## config.mk

```make
export PLATFORM = sky130hd
export DESIGN_NAME = fetch_unit
export DESIGN_NICKNAME = d
export VERILOG_FILES = /design/src/rtl/core_pkg.sv /design/src/rtl/fetch_fifo.sv /design/src/rtl/fetch_unit.sv
export SDC_FILE = /design/constraint.sdc
export NUM_CORES = 1
export LEC_CHECK = 0
export ABC_AREA = 1
export BUFFER_PORTS_ARGS = -buffer_cell sky130_fd_sc_hd__buf_2
export CORE_ASPECT_RATIO = 0.7
export CORE_MARGIN = 10
export CORE_UTILIZATION = 57
export DETAILED_ROUTE_END_ITERATION = 6
export PLACE_DENSITY = 0.81
export SLEW_MARGIN = 10
export SYNTH_ARGS = -nofsm -noshare
export SYNTH_HDL_FRONTEND = slang
export SYNTH_SLANG_ARGS = --single-unit
```

## constraint.sdc

```tcl
create_clock -name clk_i -period 3.25 [get_ports clk_i]
set_input_delay 0.325 -clock clk_i [delete_from_list [all_inputs] [get_ports clk_i]]
set_output_delay 0.325 -clock clk_i [all_outputs]
set_load 0.02 [all_outputs]
```

## src/rtl/core_pkg.sv

```systemverilog
`default_nettype none
// ============================================================================
//  core_pkg : constants and types shared by the fetch and decode stages
//  Rev 1.0
// ============================================================================
package core_pkg;

    localparam int          XLEN             = 32;
    localparam logic [31:0] RESET_PC_DEFAULT = 32'h0000_0000;
    localparam logic [31:0] NOP_INST         = 32'h0000_0013;
    localparam logic [31:0] WORD_ALIGN_MASK  = 32'hFFFF_FFFC;

    localparam logic [6:0]  OPC_OP_IMM = 7'b0010011;
    localparam logic [6:0]  OPC_LOAD   = 7'b0000011;
    localparam logic [6:0]  OPC_STORE  = 7'b0100011;
    localparam logic [6:0]  OPC_BRANCH = 7'b1100011;

    typedef struct packed {
        logic [XLEN-1:0] pc;
        logic [XLEN-1:0] inst;
    } fetch_entry_t;

    function automatic logic [XLEN-1:0] word_align(input logic [XLEN-1:0] addr);
        return addr & WORD_ALIGN_MASK;
    endfunction

endpackage
`default_nettype wire

```

## src/rtl/fetch_fifo.sv

```systemverilog
`default_nettype none
// ============================================================================
//  fetch_fifo : synchronous FIFO with clear; head is read from registered storage
//  Rev 1.0
// ============================================================================
module fetch_fifo #(
    parameter int               DEPTH     = 2,
    parameter int               WIDTH     = 64,
    parameter logic [WIDTH-1:0] RESET_VAL = '0,
    parameter int               CW        = $clog2(DEPTH + 1)
) (
    input  logic             clk,
    input  logic             rst,
    input  logic             i_push,
    input  logic             i_pop,
    input  logic             i_clear,
    input  logic [WIDTH-1:0] i_data,
    output logic             o_full,
    output logic             o_empty,
    output logic [WIDTH-1:0] o_head,
    output logic [CW-1:0]    o_count
);

    localparam int             AW       = (DEPTH > 1) ? $clog2(DEPTH) : 1;
    localparam logic [AW-1:0]  PTR_MASK = AW'(DEPTH - 1);

    logic [WIDTH-1:0] r_mem [DEPTH];
    logic [AW-1:0]    r_rd_ptr;
    logic [AW-1:0]    r_wr_ptr;
    logic [CW-1:0]    r_count;
    logic             w_do_push;
    logic             w_do_pop;

    assign o_full    = (r_count == CW'(DEPTH));
    assign o_empty   = (r_count == '0);
    assign o_head    = r_mem[r_rd_ptr];
    assign o_count   = r_count;
    assign w_do_push = i_push && !o_full;
    assign w_do_pop  = i_pop && !o_empty;

    always_ff @(posedge clk) begin
        if (rst) begin
            r_rd_ptr <= '0;
            r_wr_ptr <= '0;
            r_count  <= '0;
            for (int i = 0; i < DEPTH; i++) begin
                r_mem[i] <= RESET_VAL;
            end
        end else if (i_clear) begin
            r_rd_ptr <= '0;
            r_wr_ptr <= '0;
            r_count  <= '0;
        end else begin
            if (w_do_push) begin
                r_mem[r_wr_ptr] <= i_data;
                r_wr_ptr        <= (r_wr_ptr + AW'(1)) & PTR_MASK;
            end
            if (w_do_pop) begin
                r_rd_ptr <= (r_rd_ptr + AW'(1)) & PTR_MASK;
            end
            case ({w_do_push, w_do_pop})
                2'b10:   r_count <= r_count + CW'(1);
                2'b01:   r_count <= r_count - CW'(1);
                default: r_count <= r_count;
            endcase
        end
    end

endmodule
`default_nettype wire

```

## src/rtl/fetch_unit.sv

```systemverilog
`default_nettype none
// ============================================================================
//  fetch_unit : PC sequencing, credit-limited imem requests, response buffering
//  Rev 1.0
// ============================================================================
module fetch_unit
    import core_pkg::*;
#(
    parameter logic [31:0] RESET_PC = RESET_PC_DEFAULT,
    parameter int          DEPTH    = 2
) (
    input  logic        clk_i,
    input  logic        rst_i,
    output logic        imem_req_o,
    output logic [31:0] imem_addr_o,
    input  logic        imem_ready_i,
    input  logic        imem_rvalid_i,
    input  logic [31:0] imem_rdata_i,
    input  logic        redirect_i,
    input  logic [31:0] redirect_pc_i,
    output logic        inst_valid_o,
    output logic [31:0] inst_o,
    output logic [31:0] pc_o,
    input  logic        inst_ready_i
);

    localparam int CW = $clog2(DEPTH + 1);

    logic [31:0]   r_fetch_pc;
    logic [31:0]   r_resp_pc;
    logic [CW-1:0] r_outstanding;
    logic [CW-1:0] r_discard;

    logic [CW-1:0] w_count;
    logic [CW:0]   w_credit_used;
    logic          w_full;
    logic          w_empty;
    logic          w_accept;
    logic          w_resp;
    logic          w_drop;
    logic          w_push;
    logic          w_pop;
    logic [CW-1:0] w_after_retire;
    fetch_entry_t  w_head;
    fetch_entry_t  w_push_entry;

    // Buffered entries plus in-flight requests may never exceed the FIFO size,
    // so every response that is kept always has a free slot.
    assign w_credit_used = {1'b0, w_count} + {1'b0, r_outstanding};
    assign imem_req_o    = !rst_i && !redirect_i && (w_credit_used < (CW+1)'(DEPTH));
    assign imem_addr_o   = r_fetch_pc;
    assign w_accept      = imem_req_o && imem_ready_i;

    // A response with nothing outstanding is a protocol violation and is ignored.
    assign w_resp         = imem_rvalid_i && (r_outstanding != '0);
    assign w_drop         = w_resp && (r_discard != '0);
    assign w_push         = w_resp && (r_discard == '0) && !redirect_i && !w_full;
    assign w_pop          = !w_empty && inst_ready_i && !redirect_i;
    assign w_after_retire = r_outstanding - (w_resp ? CW'(1) : CW'(0));

    assign w_push_entry.pc   = r_resp_pc;
    assign w_push_entry.inst = imem_rdata_i;

    always_ff @(posedge clk_i) begin
        if (rst_i) begin
            r_fetch_pc    <= RESET_PC;
            r_resp_pc     <= RESET_PC;
            r_outstanding <= '0;
            r_discard     <= '0;
        end else if (redirect_i) begin
            r_fetch_pc    <= word_align(redirect_pc_i);
            r_resp_pc     <= word_align(redirect_pc_i);
            r_outstanding <= w_after_retire;
            r_discard     <= w_after_retire;
        end else begin
            if (w_accept) begin
                r_fetch_pc <= r_fetch_pc + 32'd4;
            end
            if (w_push) begin
                r_resp_pc <= r_resp_pc + 32'd4;
            end
            r_outstanding <= w_after_retire + (w_accept ? CW'(1) : CW'(0));
            if (w_drop) begin
                r_discard <= r_discard - CW'(1);
            end
        end
    end

    fetch_fifo #(
        .DEPTH     (DEPTH),
        .WIDTH     (2 * XLEN),
        .RESET_VAL ({RESET_PC, NOP_INST}),
        .CW        (CW)
    ) u_fifo (
        .clk     (clk_i),
        .rst     (rst_i),
        .i_push  (w_push),
        .i_pop   (w_pop),
        .i_clear (redirect_i),
        .i_data  (w_push_entry),
        .o_full  (w_full),
        .o_empty (w_empty),
        .o_head  (w_head),
        .o_count (w_count)
    );

    assign inst_valid_o = !w_empty;
    assign inst_o       = w_head.inst;
    assign pc_o         = w_head.pc;

endmodule
`default_nettype wire

```

==> results of run 1 <==
[Yosys cell counts (2+ instances only)]
master | n | area (sq um)
sky130_fd_sc_hd__nor3_4 | 2 | 32.5
sky130_fd_sc_hd__xor2_1 | 18 | 158
sky130_fd_sc_hd__inv_2 | 5 | 18.8
sky130_fd_sc_hd__xnor2_1 | 3 | 26.3
sky130_fd_sc_hd__ha_1 | 6 | 75.1
sky130_fd_sc_hd__o21a_1 | 2 | 15.0
sky130_fd_sc_hd__buf_1 | 3 | 11.3
sky130_fd_sc_hd__a31oi_1 | 11 | 68.8
sky130_fd_sc_hd__nand4_1 | 2 | 12.5
sky130_fd_sc_hd__nand2_2 | 3 | 18.8
sky130_fd_sc_hd__o21ai_0 | 35 | 175
sky130_fd_sc_hd__buf_2 | 23 | 115
sky130_fd_sc_hd__nand2_1 | 258 | 968
sky130_fd_sc_hd__nor2_2 | 6 | 37.5
sky130_fd_sc_hd__nor2_1 | 209 | 785
sky130_fd_sc_hd__nand3_1 | 62 | 310
sky130_fd_sc_hd__o21ai_1 | 14 | 70.1
sky130_fd_sc_hd__mux2_2 | 62 | 698
sky130_fd_sc_hd__buf_4 | 5 | 37.5
sky130_fd_sc_hd__dfxtp_1 | 69 | 1380
sky130_fd_sc_hd__clkbuf_1 | 13 | 48.8
sky130_fd_sc_hd__a21oi_1 | 58 | 290
sky130_fd_sc_hd__edfxtp_1 | 124 | 3720
sky130_fd_sc_hd__inv_1 | 146 | 548
[power groups by stage]
stage,combinational (uW),clock [uW],sequential (uW)
finish,822,2100,2860
CTS,823,2110,2860
global placement,800,0,2900
global route,912,2200,2880
detailed placement,816,0,2910
floorplan,534,0,2920
[worst paths after layout]
path / from / endpoint / slack (ns) / cells past startpoint
worst min register to register: u_fifo.r_rd_ptr$_SDFFE_PP0P_ / u_fifo.r_rd_ptr$_SDFFE_PP0P_ / 0.48 / 2
worst max-delay path: u_fifo.o_count[0]$_SDFFE_PP0P_ / imem_req_o / 1.08 / 5
worst min-delay path: redirect_pc_i[15] / r_resp_pc[15]$_SDFFE_PP0P_ / 0.16 / 3
worst max register to register: r_discard[0]$_SDFFE_PP0P_ / u_fifo.r_mem[1][9]$_SDFFCE_PN0P_ / 1.19 / 9
[final cells by class]
cell class,instances,share of cell area [%]
Clock buffer,17,3.74
Sequential cell,193,44.9
Multi-Input combinational cell,768,34.1
Inverter,151,4.98
Timing Repair Buffer,173,8.42
Tap cell,225,2.47
Clock inverter,15,1.42
[cells by family (layout without fill, tap and decap cells)]
| kind of cell | after synthesis | after routing | synth area share, % |
|---|---|---|---|
| buffers and inverters | 195 | 356 | 8.00 |
| flip-flops | 193 | 193 | 52.4 |
| AO/OA/AOI/OAI | 125 | 125 | 6.75 |
| other | 1 | 4 | 0.0385 |
| AND/OR/NAND/NOR | 549 | 549 | 22.8 |
| XOR/XNOR | 21 | 21 | 1.89 |
| adder cells (fa/ha/maj) | 7 | 7 | 0.976 |
| multiplexers | 62 | 62 | 7.16 |
[per-stage QoR]
| step | setup WS, ns | hold slack, ns | total power, uW | instance area [sq um] | util, % |
|---|---|---|---|---|---|
| 3_3_place_gp | 1.02 | 0.446 | 3700 | 10800 | 65.2 |
| 4_1_cts | 1.07 | 0.153 | 5790 | 11400 | 68.8 |
| 2_1_floorplan | 0.278 | 0.447 | 3460 | 9760 | - |
| 6_report | 1.08 | 0.157 | 5780 | 11400 | 68.8 |
| 5_1_grt | 1.02 | 0.171 | 5990 | 11400 | 68.8 |
| 3_5_place_dp | 0.969 | 0.466 | 3730 | 10800 | 65.2 |
[layer usage]
metal | vias to the layer above | share of wire (%)
li1 | 4016 | -
met1 | 3793 | 42
met2 | 359 | 46
met3 | 32 | 11
met4 | 0 | 1.3
met5 | - | 0
[flip-flops by register name, indices dropped and copies added, names as in the netlist, named ones only]
signal and count:
r_resp_pc 30, u_fifo.r_rd_ptr 1, r_outstanding 2, imem_addr_o 30
u_fifo.r_wr_ptr 1, u_fifo.r_mem 124, r_discard 2, u_fifo.o_count 2
[worst max-delay path: stages, from the launching register on]
cell	delay [ns]
sky130_fd_sc_hd__dfxtp_1	0.40
sky130_fd_sc_hd__nand2_1	0.07
sky130_fd_sc_hd__inv_1	0.07
sky130_fd_sc_hd__fa_1	0.42
sky130_fd_sc_hd__nor4_1	0.24
sky130_fd_sc_hd__buf_2	0.21
==> run_results.csv, run 1 <==
group,metric,value,unit
global_route,globalRoute.busiestLayer,"met2",
finish,layout_commonest_cell,"sky130_fd_sc_hd__nand2_1",
clock_network,cts_buffer_depth,2,
finish,final.fill_count,1296,
logic_synthesis,syn-instance-count,1153,
place,hpwl,17.5,mm
power_and_ir_drop,power.clock.fraction,36.3,%
global_route,grt_first_pass_wirelength,39.1,mm
finish,mostFrequentLayoutCells,"sky130_fd_sc_hd__nand2_1 (256), sky130_fd_sc_hd__nor2_1 (209), sky130_fd_sc_hd__buf_2 (161)",
clock_network,cts_root_buffer,"sky130_fd_sc_hd__clkbuf_16",
place,routabilityCongestion,0.946,
die,count_of_boundary_i_o_pins,168,
sta,grt_setup_unrepaired,"no",
worst_hold_path,hold_path_class,"input pin to flop",
sta,worst_slew_margin_rel,60.9,%
logic_synthesis,yosys_warnings,0,
logic_synthesis,synthesis.area_per_instance,8.45,sq um
die,core_area,16500,sq um
job,cap_violations,0,
logic_synthesis,ys_ff_latch,193,
worst_setup_path,cp.required,2.92,ns
clock_network,clk_pin_slew,0.08,ns
sta,total_count_of_hold_check_failures_in_the_final_report,0,
status,status,"complete, no violations",
sta,layout_worst_path_cycle_share,66.7,%
worst_setup_path,crit_arrival,1.84,ns
power_and_ir_drop,leakage,0.00481,uW
finish,syn_to_final_growth,16.7,%
global_route,gr-usage-met1,27.1,%
clock_network,number_of_buffers_added_for_setup_after_cts,0,
sta,achievable-frequency,0.461,GHz
die,number_of_standard_cell_rows_in_the_floorplan,39,
global_route,grt_start_max_net_pins,63,
sta,drv_slew,0,
global_route,met3_usage,6.88,%
clock_network,insertion_delay,0.44,ns
power_and_ir_drop,power.internal,4130,uW
global_route,global_router_s_overall_resource_usage,21.2,%
global_route,use_met2,34.4,%
worst_setup_path,setup.worst_path.start_class,"flop",
power_and_ir_drop,switchingPower,1650,uW
die,dieHeight,129,um
power_and_ir_drop,power-per-cell-area,508,nW/um^2
sta,setup_violations,0,
worst_setup_path,crit_path_max_fanout,5,
finish,multiInputGateArea,3880,sq um
finish,layout.area.seq,5110,sq um
logic_synthesis,syn_area,9750,sq um
drt,wire_per_inst,16.1,um
die,floorplan.die_area,22800,sq um
sta,finalSetupTns,0,ns
finish,finish.net_count,1381,
power_and_ir_drop,pwr-share-comb,14.2,%
sta,finClkSkew,0.00889,ns
worst_setup_path,cp-end-kind,"output pin",
logic_synthesis,synthDistinctLibCells,38,
drt,total_drc_errors_in_the_routed_layout,0,
clock_network,postCtsHoldBufs,0,
die,die-width,176,um
finish,post_route_cells_drive_above_1_share,22.1,%
global_route,globalRouteOverflowTotal,0,
clock_network,cts_repair_resize_count,0,
drt,drtAntennaViolNets,0,
logic_synthesis,synthFlopType,"sky130_fd_sc_hd__edfxtp_1",
logic_synthesis,yosysSeqAreaShare,52.4,%
drt,detailroute.via_count,8200,
sta,layout_min_cycle_time,2.17,ns
clock_network,cts_made_buffers,17,
place,placement.io_buffers,161,
power_and_ir_drop,p_seq_share,49.5,%
drt,detailedRoute.firstIterationViolations,798,
clock_network,cts_htree_levels,4,
drt,first_pass_iters,6,
drt,route.final.wire_length,24.9,mm
logic_synthesis,synth-async-reset-ratio,0,%
place,numPlacedInstances,1510,
power_and_ir_drop,ir_drop,0.000382,V
drt,viasPerCell,5.32,
finish,finish.cell_count_without_fillers,1542,
finish,number_of_antenna_cells_inserted,0,
die,starting_density_of_the_core,58.9,%
global_route,antenna_found_initial,0,
global_route,grt_pass1_vias,7860,
clock_network,clock_tree_from_tritoncts,"yes",
worst_setup_path,worstSetupPathType,"flop to output pin",
clock_network,cts_num_sinks,193,
logic_synthesis,synth_edf_count,124,
power_and_ir_drop,power.switching_fraction,28.5,%
sta,tightest_slew,0.585,ns
(Power assumes the default switching activity.)
==> inputs of run 2 (changes only) <==
clock period = 2 ns   (was 3.25 ns; I/O delays follow)
==> run 2 against run 1 <==
Compared with the run above: worst hold slack worse by 0.12 ns; clock-buffer cell count unchanged; global-route usage up 0.34 points; critical path type unchanged; first-iteration DRC count down 0.50%; highest routed layer unchanged; non-clock buffer count up 19; wire length up 2.3%; critical path depth unchanged; cell area up 2.4%; largest power group unchanged; die area unchanged; final cell count up 1.2%; register-to-register slack worse by 1.1 ns; sequential cell count unchanged.
==> run_results.csv, run 2 (synthesized netlist as in run 1, its figures left out) <==
group,metric,value,unit
status,status,"complete, no violations",
place,placement.setup.worst_slack,-0.0225,ns
clock_network,clock_tree_from_tritoncts,"yes",
sta,finClkSkew,0.0104,ns
sta,achievable-frequency,0.526,GHz
clock_network,clk_pin_slew,0.07,ns
drt,wire_per_inst,16.3,um
finish,final_core_util,70.4,%
global_route,globalRouteOverflowTotal,0,
worst_setup_path,crit_arrival,1.70,ns
worst_setup_path,cp.required,1.80,ns
die,core_area,16500,sq um
die,count_of_boundary_i_o_pins,168,
global_route,antenna_found_initial,0,
die,starting_density_of_the_core,58.9,%
sta,layout_setup_ws,0.0984,ns
global_route,grt_first_pass_wirelength,39.6,mm
drt,viasPerCell,5.27,
finish,multiInputGateArea,3930,sq um
finish,number_of_antenna_cells_inserted,0,
sta,drv_slew,0,
sta,layout_min_cycle_time,1.90,ns
drt,route.final.wire_length,25.4,mm
power_and_ir_drop,ir_drop,0.000505,V
clock_network,cts_made_buffers,17,
power_and_ir_drop,leakage,0.00494,uW
finish,finish.cell_count_without_fillers,1561,
worst_setup_path,cp-end-kind,"output pin",
worst_setup_path,setup.worst_path.start_class,"flop",
worst_setup_path,crit_path_max_fanout,3,
global_route,global_router_s_overall_resource_usage,21.6,%
job,cap_violations,0,
drt,drtAntennaViolNets,0,
clock_network,cts_htree_levels,4,
die,dieHeight,129,um
finish,largest_register_ff_count,124,
die,number_of_standard_cell_rows_in_the_floorplan,39,
finish,final.fill_count,1273,
worst_setup_path,worst-path-stages,5,
worst_setup_path,ff2ff_setup_slack,0.1,ns
worst_setup_path,critPathSlowestCell,"sky130_fd_sc_hd__fa_1",
global_route,grt_pass1_vias,7703,
worst_setup_path,reg2reg_from,"r_outstanding[0]$_SDFF_PP0_",
place,hpwl,18.3,mm
die,floorplan.die_area,22800,sq um
finish,finish.net_count,1400,
global_route,grt_start_max_net_pins,60,
clock_network,insertion_delay,0.43,ns
finish,layout.area.seq,5110,sq um
worst_setup_path,ordered_cell_list_for_the_critical_path,"nand2_1 > inv_1 > fa_1 > nor4_2 > buf_2",
power_and_ir_drop,report.power.total,9350,uW
worst_setup_path,crit_buf_inv,2,
clock_network,cts_root_buffer,"sky130_fd_sc_hd__clkbuf_16",
place,numPlacedInstances,1528,
worst_setup_path,setup.worst_path.start,"r_outstanding[0]$_SDFF_PP0_",
drt,detailroute.via_count,8224,
sta,fin_hold_ws,0.0379,ns
finish,regMostFlops,"u_fifo.r_mem",
power_and_ir_drop,power-per-cell-area,802,nW/um^2
worst_setup_path,r2r_cells,9,
clock_network,cts_buffer_depth,2,
place,placement.io_buffers,161,
clock_network,postCtsHoldBufs,0,
drt,detailedRoute.firstIterationViolations,794,
worst_setup_path,timing.rr.end,"imem_addr_o[28]$_SDFFE_PP0P_",
worst_hold_path,hold_path_class,"input pin to flop",
finish,layout_commonest_cell,"sky130_fd_sc_hd__nand2_1",
worst_setup_path,crit_end,"imem_req_o",
sta,setup_violations,0,
clock_network,cts_num_sinks,193,
worst_setup_path,critical-path-top-delay-family,"adder cells",
die,die-width,176,um
worst_setup_path,worstSetupPathType,"flop to output pin",
sta,layout_worst_path_cycle_share,95.1,%
place,routabilityCongestion,0.949,
worst_setup_path,max_stage_delay,0.45,ns
finish,post_route_cells_drive_above_1_share,23.4,%
sta,total_count_of_hold_check_failures_in_the_final_report,0,
finish,syn_to_final_growth,19.5,%
finish,mostFrequentLayoutCells,"sky130_fd_sc_hd__nand2_1 (255), sky130_fd_sc_hd__nor2_1 (208), sky130_fd_sc_hd__buf_2 (161)",
drt,first_pass_iters,5,
drt,total_drc_errors_in_the_routed_layout,0,
==> run 2: worst reg2reg max path: stages (launching register included) <==
cell,delay [ns]
sky130_fd_sc_hd__dfxtp_1,0.35
sky130_fd_sc_hd__nand2_1,0.06
sky130_fd_sc_hd__inv_1,0.06
sky130_fd_sc_hd__fa_1,0.45
sky130_fd_sc_hd__nor2_2,0.18
sky130_fd_sc_hd__nand3_4,0.13
sky130_fd_sc_hd__nand2_4,0.14
sky130_fd_sc_hd__buf_6,0.18
sky130_fd_sc_hd__o21ai_0,0.13
sky130_fd_sc_hd__a21oi_1,0.16
==> run 2: worst min path at each step <==
stage | cells after the start | from | end | slack (ns)
floorplan | 2 | redirect_pc_i[15] | r_resp_pc[15]$_SDFFE_PP0P_ | 0.34
global placement | 2 | u_fifo.r_rd_ptr$_SDFFE_PP0P_ | flop | 0.45
detailed placement | 3 | redirect_pc_i[15] | r_resp_pc[15]$_SDFFE_PP0P_ | 0.48
CTS | 3 | redirect_pc_i[15] | r_resp_pc[15]$_SDFFE_PP0P_ | 0.03
global route | 3 | redirect_pc_i[15] | r_resp_pc[15]$_SDFFE_PP0P_ | 0.05
finish | 3 | redirect_pc_i[15] | r_resp_pc[15]$_SDFFE_PP0P_ | 0.04
==> run 2: timing repair <==
action	4_1_cts	5_1_grt
pin swaps	1	2
buffers inserted	0	1
resized for setup	1	12
setup endpoints to repair	21	93
==> run 2: report_power, final <==
group          total [uW]  internal (uW)  switching (uW)
clock                3270           1730            1540
combinational        1430            520             913
sequential           4640           4480             162
==> run 2: through the flow <==
stage                     TNS [ns]  area (sq um)
after detailed placement   -0.0776         11000
after global routing      -0.00925         11700
after floorplan                  0          9790
final                            0         11700
after CTS                        0         11600
after global placement           0         11000
==> run 2: metal layers <==
| layer | up-vias | wire length, um | part of all wire [%] | GRT usage (%) |
|---|---|---|---|---|
| li1 | 4052 | - | - | - |
| met1 | 3813 | 10800 | 43 | 28.0 |
| met2 | 329 | 11700 | 46 | 34.4 |
| met3 | 30 | 2510 | 9.9 | 6.82 |
| met4 | 0 | 384 | 1.5 | 5.77 |
| met5 | - | 0 | 0 | 0 |
==> run 2: area by class of cell <==
| cell class | instances | area share (%) |
|---|---|---|
| tap | 225 | 2.42 |
| clock buffer | 17 | 3.65 |
| sequential | 193 | 43.8 |
| multi-input combinational | 768 | 33.7 |
| timing repair buffer | 192 | 10.3 |
| clock inverter | 15 | 1.17 |
| inverter | 151 | 4.89 |
